--- src/rtl/bram_arb_pkg.sv ---
// bram_arb_pkg: shared state encoding and requester ids for the BRAM port arbiter
package bram_arb_pkg;
  typedef enum logic {INIT, RUN} state_t;
  localparam logic REQ0 = 1'b0;
  localparam logic REQ1 = 1'b1;
endpackage

--- src/rtl/bram_port_arbiter_rsp_tag_pipe.sv ---
// rsp_tag_pipe: LATENCY-deep {valid, id} shift register tracking reads in flight
module rsp_tag_pipe #(
  parameter int LATENCY = 1
) (
  input  logic clk,
  input  logic rst,
  input  logic i_valid,
  input  logic i_id,
  output logic o_valid,
  output logic o_id
);
  logic [LATENCY-1:0] r_v;
  logic [LATENCY-1:0] r_id;
  // shift tags one stage per cycle so each emerges as the RAM data appears
  always_ff @(posedge clk or posedge rst) begin
    if (rst) begin
      r_v  <= '0;
      r_id <= '0;
    end else begin
      r_v[0]  <= i_valid;
      r_id[0] <= i_id;
      for (int i = 1; i < LATENCY; i++) begin
        r_v[i]  <= r_v[i-1];
        r_id[i] <= r_id[i-1];
      end
    end
  end
  assign o_valid = r_v[LATENCY-1];
  assign o_id    = r_id[LATENCY-1];
endmodule

--- src/rtl/bram_port_arbiter.sv ---
// bram_port_arbiter: round-robin sharing of one RAM port with init sweep and tagged read return
module bram_port_arbiter
  import bram_arb_pkg::*;
#(
  parameter int DATA_WIDTH = 32,
  parameter int DEPTH = 128,
  parameter int LATENCY = 1,
  parameter logic [DATA_WIDTH-1:0] INIT_VALUE = '0
) (
  input  logic                         clk,
  input  logic                         rst,
  input  logic                         flush,
  output logic                         init_done,
  input  logic                         req0_valid,
  output logic                         req0_ready,
  input  logic                         req0_we,
  input  logic [$clog2(DEPTH)-1:0]     req0_addr,
  input  logic [DATA_WIDTH-1:0]        req0_wdata,
  output logic                         rsp0_valid,
  output logic [DATA_WIDTH-1:0]        rsp0_rdata,
  input  logic                         req1_valid,
  output logic                         req1_ready,
  input  logic                         req1_we,
  input  logic [$clog2(DEPTH)-1:0]     req1_addr,
  input  logic [DATA_WIDTH-1:0]        req1_wdata,
  output logic                         rsp1_valid,
  output logic [DATA_WIDTH-1:0]        rsp1_rdata,
  output logic                         ram_en,
  output logic                         ram_we,
  output logic [$clog2(DEPTH)-1:0]     ram_addr,
  output logic [DATA_WIDTH-1:0]        ram_din,
  input  logic [DATA_WIDTH-1:0]        ram_dout
);
  localparam int AW = $clog2(DEPTH);
  state_t        r_state;
  logic [AW-1:0] r_cnt;
  logic          r_ptr;
  logic          w_init, w_ok, w_g0, w_g1, w_xfer, w_wwe, w_tv, w_tid;
  assign w_init     = r_state == INIT;
  assign w_ok       = r_state == RUN && !flush;
  assign req0_ready = w_ok && (!req1_valid || r_ptr == REQ0);
  assign req1_ready = w_ok && (!req0_valid || r_ptr == REQ1);
  assign w_g0       = req0_valid && req0_ready;
  assign w_g1       = req1_valid && req1_ready;
  assign w_xfer     = w_g0 || w_g1;
  assign w_wwe      = w_g1 ? req1_we : req0_we;
  assign ram_en     = w_init || w_xfer;
  assign ram_we     = w_init || (w_xfer && w_wwe);
  assign ram_addr   = w_init ? r_cnt : w_g1 ? req1_addr : req0_addr;
  assign ram_din    = w_init ? INIT_VALUE : w_g1 ? req1_wdata : req0_wdata;
  assign init_done  = r_state == RUN;
  // sweep every entry after reset or flush, then arbitrate; pointer flips to the loser after each transfer
  always_ff @(posedge clk or posedge rst) begin
    if (rst) begin
      r_state <= INIT;
      r_cnt   <= '0;
      r_ptr   <= REQ0;
    end else if (w_init) begin
      r_cnt   <= r_cnt == AW'(DEPTH - 1) ? '0 : r_cnt + AW'(1);
      r_state <= r_cnt == AW'(DEPTH - 1) ? RUN : INIT;
    end else begin
      r_state <= flush ? INIT : RUN;
      r_ptr   <= w_xfer ? (w_g1 ? REQ0 : REQ1) : r_ptr;
    end
  end
  rsp_tag_pipe #(.LATENCY(LATENCY)) u_pipe (
    .clk     (clk),
    .rst     (rst),
    .i_valid (w_xfer && !w_wwe),
    .i_id    (w_g1),
    .o_valid (w_tv),
    .o_id    (w_tid)
  );
  assign rsp0_valid = w_tv && w_tid == REQ0;
  assign rsp1_valid = w_tv && w_tid == REQ1;
  assign rsp0_rdata = rsp0_valid ? ram_dout : '0;
  assign rsp1_rdata = rsp1_valid ? ram_dout : '0;
endmodule

--- config.mk ---
export PLATFORM = sky130hd
export DESIGN_NAME = bram_port_arbiter
export DESIGN_NICKNAME = d
export VERILOG_FILES = /design/src/rtl/bram_arb_pkg.sv /design/src/rtl/bram_port_arbiter_rsp_tag_pipe.sv /design/src/rtl/bram_port_arbiter.sv
export SDC_FILE = /design/constraint.sdc
export NUM_CORES = 1
export LEC_CHECK = 0
export ABC_AREA = 1
export CAP_MARGIN = 40
export CORE_MARGIN = 8
export CORE_UTILIZATION = 28
export DETAILED_ROUTE_END_ITERATION = 8
export PLACE_DENSITY = 0.84
export SYNTH_ARGS = -nofsm -noshare
export SYNTH_HDL_FRONTEND = slang
export SYNTH_HIERARCHICAL = 1
export SYNTH_SLANG_ARGS = --single-unit
--- constraint.sdc ---
create_clock -name clk -period 1.9 [get_ports clk]
set_clock_uncertainty 0.2 [all_clocks]
set_input_delay 0.38 -clock clk [delete_from_list [all_inputs] [get_ports clk]]
set_output_delay 0.38 -clock clk [all_outputs]
set_load 0.01 [all_outputs]
==> Word-level counts from Yosys, hierarchy flattened <==
Cells that the tools add are included.
{ "classes": {"mux": 12, "add_sub_neg": 1, "bitwise": 3, "n_reduce_logical": 19, "eq_ne": 1} }
{ "ops": {"columns": ["op", "n"], "rows": [
  ["$mux W32", 4],
  ["$mux W7", 3],
  ["$logic_and A1 B1 Y1", 9],
  ["$add A7 B1 Y7 const B", 1],
  ["$eq A7 B7 Y1 const B", 1],
  ["$logic_or A1 B1 Y1", 5],
  ["$mux W1", 5],
  ["$logic_not A1 Y1", 4],
  ["$not A1 Y1", 3],
  ["$reduce_and A2 Y1", 1]
]} }
{ "word_totals": {"output_inout_bits": 110, "regBits": 11} }

==> Longest topological paths before layout <==
{ "depth": {"word_depth": 7, "mapped_depth": 9, "depth_no_buf": 7} }

==> Cells and area by module <==
Netlist, hierarchy kept.
{ "modules_own_cells": {"columns": ["mod", "area_each_um2", "cells_per_inst", "instances"], "rows": [
  ["bram_port_arbiter", 1869.3, 398, 1],
  ["rsp_tag_pipe", 53.8, 3, 1]
]} }

==> Least setup slack after synthesis <==
OpenSTA, ideal clock, no wires.
{ "synth_timing": {"path_type": "flip-flop to output port", "start": "register r_state (netlist: init_done)", "end": "output ram_din[1]", "stages_incl_launch_ff": 9, "path_buffers": 2, "setup_slack_ps": 116, "arrival_ps": 1204, "cell_sequence": "dfrtp_1 -> buf_6 -> inv_4 -> nor2_8 -> nand3_4 -> buf_6 -> nand2_1 -> nand2_1 -> nor2_1"} }
{ "synth_via": {"elab_chain_len": 5} }
{ "synth_lines": {"columns": ["item", "line", "rtl"], "rows": [
  ["start: declaration", "bram_port_arbiter.sv:35", "state_t r_state;"],
  ["start signal: assignment", "bram_port_arbiter.sv:60", "r_state <= r_cnt == AW'(DEPTH - 1) ? RUN : INIT;"],
  ["start signal: assignment", "bram_port_arbiter.sv:62", "r_state <= flush ? INIT : RUN;"],
  ["$logic_and A1 B1 Y1", "bram_port_arbiter.sv:40", "assign w_ok = r_state == RUN && !flush;"],
  ["$logic_and A1 B1 Y1", "bram_port_arbiter.sv:42", "assign req1_ready = w_ok && (!req0_valid || r_ptr == REQ1);"],
  ["$logic_and A1 B1 Y1", "bram_port_arbiter.sv:44", "assign w_g1 = req1_valid && req1_ready;"],
  ["$mux W32", "bram_port_arbiter.sv:50", "assign ram_din = w_init ? INIT_VALUE : w_g1 ? req1_wdata : req0_wdata;"],
  ["$mux W32 (*)", "bram_port_arbiter.sv:50", null],
  ["end: declaration", "bram_port_arbiter.sv:31", "output logic [DATA_WIDTH-1:0] ram_din,"]
]} }
Every way passes the cells marked *; elsewhere a longest branch is shown, timed or not.

==> Worst setup path in the final report <==
{ "layout_timing": {"start": "register r_state (netlist: init_done)", "end": "output ram_din[29]"} }
The elaborated chain is that of the path after synthesis.

==> qor.yml <==
totalWireLength_um: 11000
final.setup.worst_slack_ns: -0.243
clockBufferDepth: 2
final_cell_mix: "clkdlybuf4s50_1, nor2_1, inv_1, nand2_1, buf_2"
cpMaxStageDelayCell: "dfrtp_1"
clk-insertion-delay-late_ns: 0.24
fin_crit_ns: 2.14
grt_max_degree: 33
placed_area_um2: 4380
diodes: 0
power_mw: 1.61
path_delay_family: "buffers and inverters"
avgSynthCellArea_um2: 4.80
dp_hpwl_um: 8700
setup.worst_path.start: "init_done$_DFF_PP0_"
synth_seq_cells: 11
worstPathRequired_ns: 1.32
die_w_um: 98.9
crit_path_cell_trace: "inv_4 -> nor2_8 -> nand3_4 -> buf_6 -> buf_16 -> nand2_2 -> nand2_1 -> nor2_1 -> buf_2"
synth_fa_ha_area_frac: 0.00651
startpoint_type: "register"
gp_congestion: 0.812
synth_area_leaders: "nor2_1, nand2_1, inv_1"
rsz0062_at_grt: "yes"
power_density_nw_per_um2: 365
syn_inst: 401
critPathCaptureType: "output pin"
cts_buffers: 3
cp_max_fo: 5
drive_above_1_share: 0.291
p_leak_nw: 2.74
path_buf_inv: 4
root_buffer: "clkbuf_8"
synth_top_area_share: 0.264
slew_violations: 0
synth_top_family_by_area: "simple AND/OR/NAND/NOR gates"
wl_met2_um: 5700
fin_area_um2: 4420
synthSimpleGateAreaFrac: 0.561
synth_top_area_cell: "nor2_1"
clock.fmax_mhz: 467
hold_violations: 0
vias: 3187
drc_errors: 0
hold_buffers: 0
finalCritPeriodShare: 1.13
die_h_um: 98.9
max-cap-violations: 0
grt_pass1_wl_um: 16300
synth_xor_area_frac: 0.0182
ir_drop_mv: 0.258
synth_cell_type_count: 26
initial_core_util: 0.286
core_area_um2: 6720
worstPathArrival_ns: 1.56
io_pins: 227
antenna_found_initial: 0
slew_headroom: 0.775
synthesis.area_um2: 1920
synthFlopType: "dfrtp_1"
viasPerCell: 4.41
io_buffers: 226
setup_viol: 41
synth_edf_count: 0
first_pass_iters: 4
synth_warnings: 6
m1WireLength_um: 4000
reg2reg_from: "init_done$_DFF_PP0_"
synth_mux_area_frac: 0
synth_compound_area_frac: 0.00976
violations: "negative setup slack"
preCtsSetupSlack_ns: -0.840
nets: 762
drt_iter0_markers: 105
numClockSinks: 11
wl_met3_um: 1010
status: "complete, but fails checks"
htreeDepth: 1
syn_nets: 519
fp-row-count: 30
track_usage: 0.206
dieArea_um2: 9780
cts_tree: "yes"
ys_async_sr_fraction: 1.00
tightest_slew_ns: 0.338
critPathKind: "register to output pin"
clk_transition_reported_paths_ns: 0.05
holdCritPathClass: "input pin to async pin"
gr-total-overflow: 0
top_layer: "met4"
ys_seq_area_frac: 0.143
n_fill_cell: 624
grt_pass1_vias: 3191
critPathMaxStageDelay_ns: 0.38
mostFrequentLayoutCell: "clkdlybuf4s50_1"
wl_per_cell_um: 15.2
syn_to_final_growth_pct: 130
ant_nets: 0
## what timing repair did
action / in CTS / in global routing
pin swaps: 9 / 9
setup buffers: 4 / 2
setup endpoints to repair: 110 / 86
gates cloned: 5 / 2
resized for setup: 364 / 91
## through the flow
stage	setup TNS, ns	instances	util	hold WS, ns
floorplan	0	401	-	-0.0788
global placement	-45.26	706	0.652	0.303
detailed placement	-47.65	706	0.652	0.305
CTS	-7.30	719	0.659	0.112
global route	-11.22	723	0.658	0.125
finish	-6.86	723	0.658	0.109
## cells in the mapped netlist (3+ instances only)
library cell / instances
buf_6: 6
buf_2: 4
clkbuf_1: 10
xor2_1: 3
dfrtp_1: 11
nand4_1: 8
nor2_1: 135
inv_1: 96
nand2_1: 100
nand3_1: 12
## where the power goes
| part | leakage (nW) | switching (mW) | internal (mW) | total, mW |
|---|---|---|---|---|
| sequential | 0.137 | 0.0852 | 0.317 | 0.403 |
| clock | 0.0228 | 0.0903 | 0.147 | 0.238 |
| combinational | 2.58 | 0.436 | 0.538 | 0.974 |
## cell type report
cell class | instances | area (um^2) | share of cell area
repair buffers | 259 | 2280 | 0.516
multi-input cells | 271 | 1350 | 0.305
flip-flops and latches | 11 | 275 | 0.0622
well taps | 80 | 100 | 0.0226
inverters | 98 | 373 | 0.0843
clock buffers | 4 | 45.0 | 0.0102
## flip-flops by register name (all words and copies together) (netlist names)
register	flops
r_cnt	7
init_done	1
r_ptr	1
u_pipe/o_id	1
u_pipe/o_valid	1
## cell families after synthesis
family                     after synthesis
adders and majority gates                1
buffers and inverters                  119
xor gates and xnor gates                 4
DFF                                     11
and+or+nand+nor                        263
AOI/OAI and AO/OA                        3
## metal layers
metal  global-route usage  vias to the layer above
met4               0.0614                        0
met5                    0                        -
met2                0.386                      155
li1                     -                     1610
met1                0.211                     1397
met3               0.0648                       25
## worst paths after layout
path | slack (ns) | end | cells after the start
min in group clk | 0.33 | r_cnt[4]$_DFFE_PP0N_ | 1
min reg2reg | 0.33 | r_cnt[4]$_DFFE_PP0N_ | 1
max | -0.24 | ram_din[29] | 9
max in group asynchronous | 1.03 | r_cnt[5]$_DFFE_PP0N_ | 2
max reg2reg | 0.22 | u_pipe/o_valid$_DFF_PP0_ | 8
min | 0.11 | u_pipe/o_id$_DFF_PP0_ | 2
Note: power is estimated with default switching activity, not from simulation.
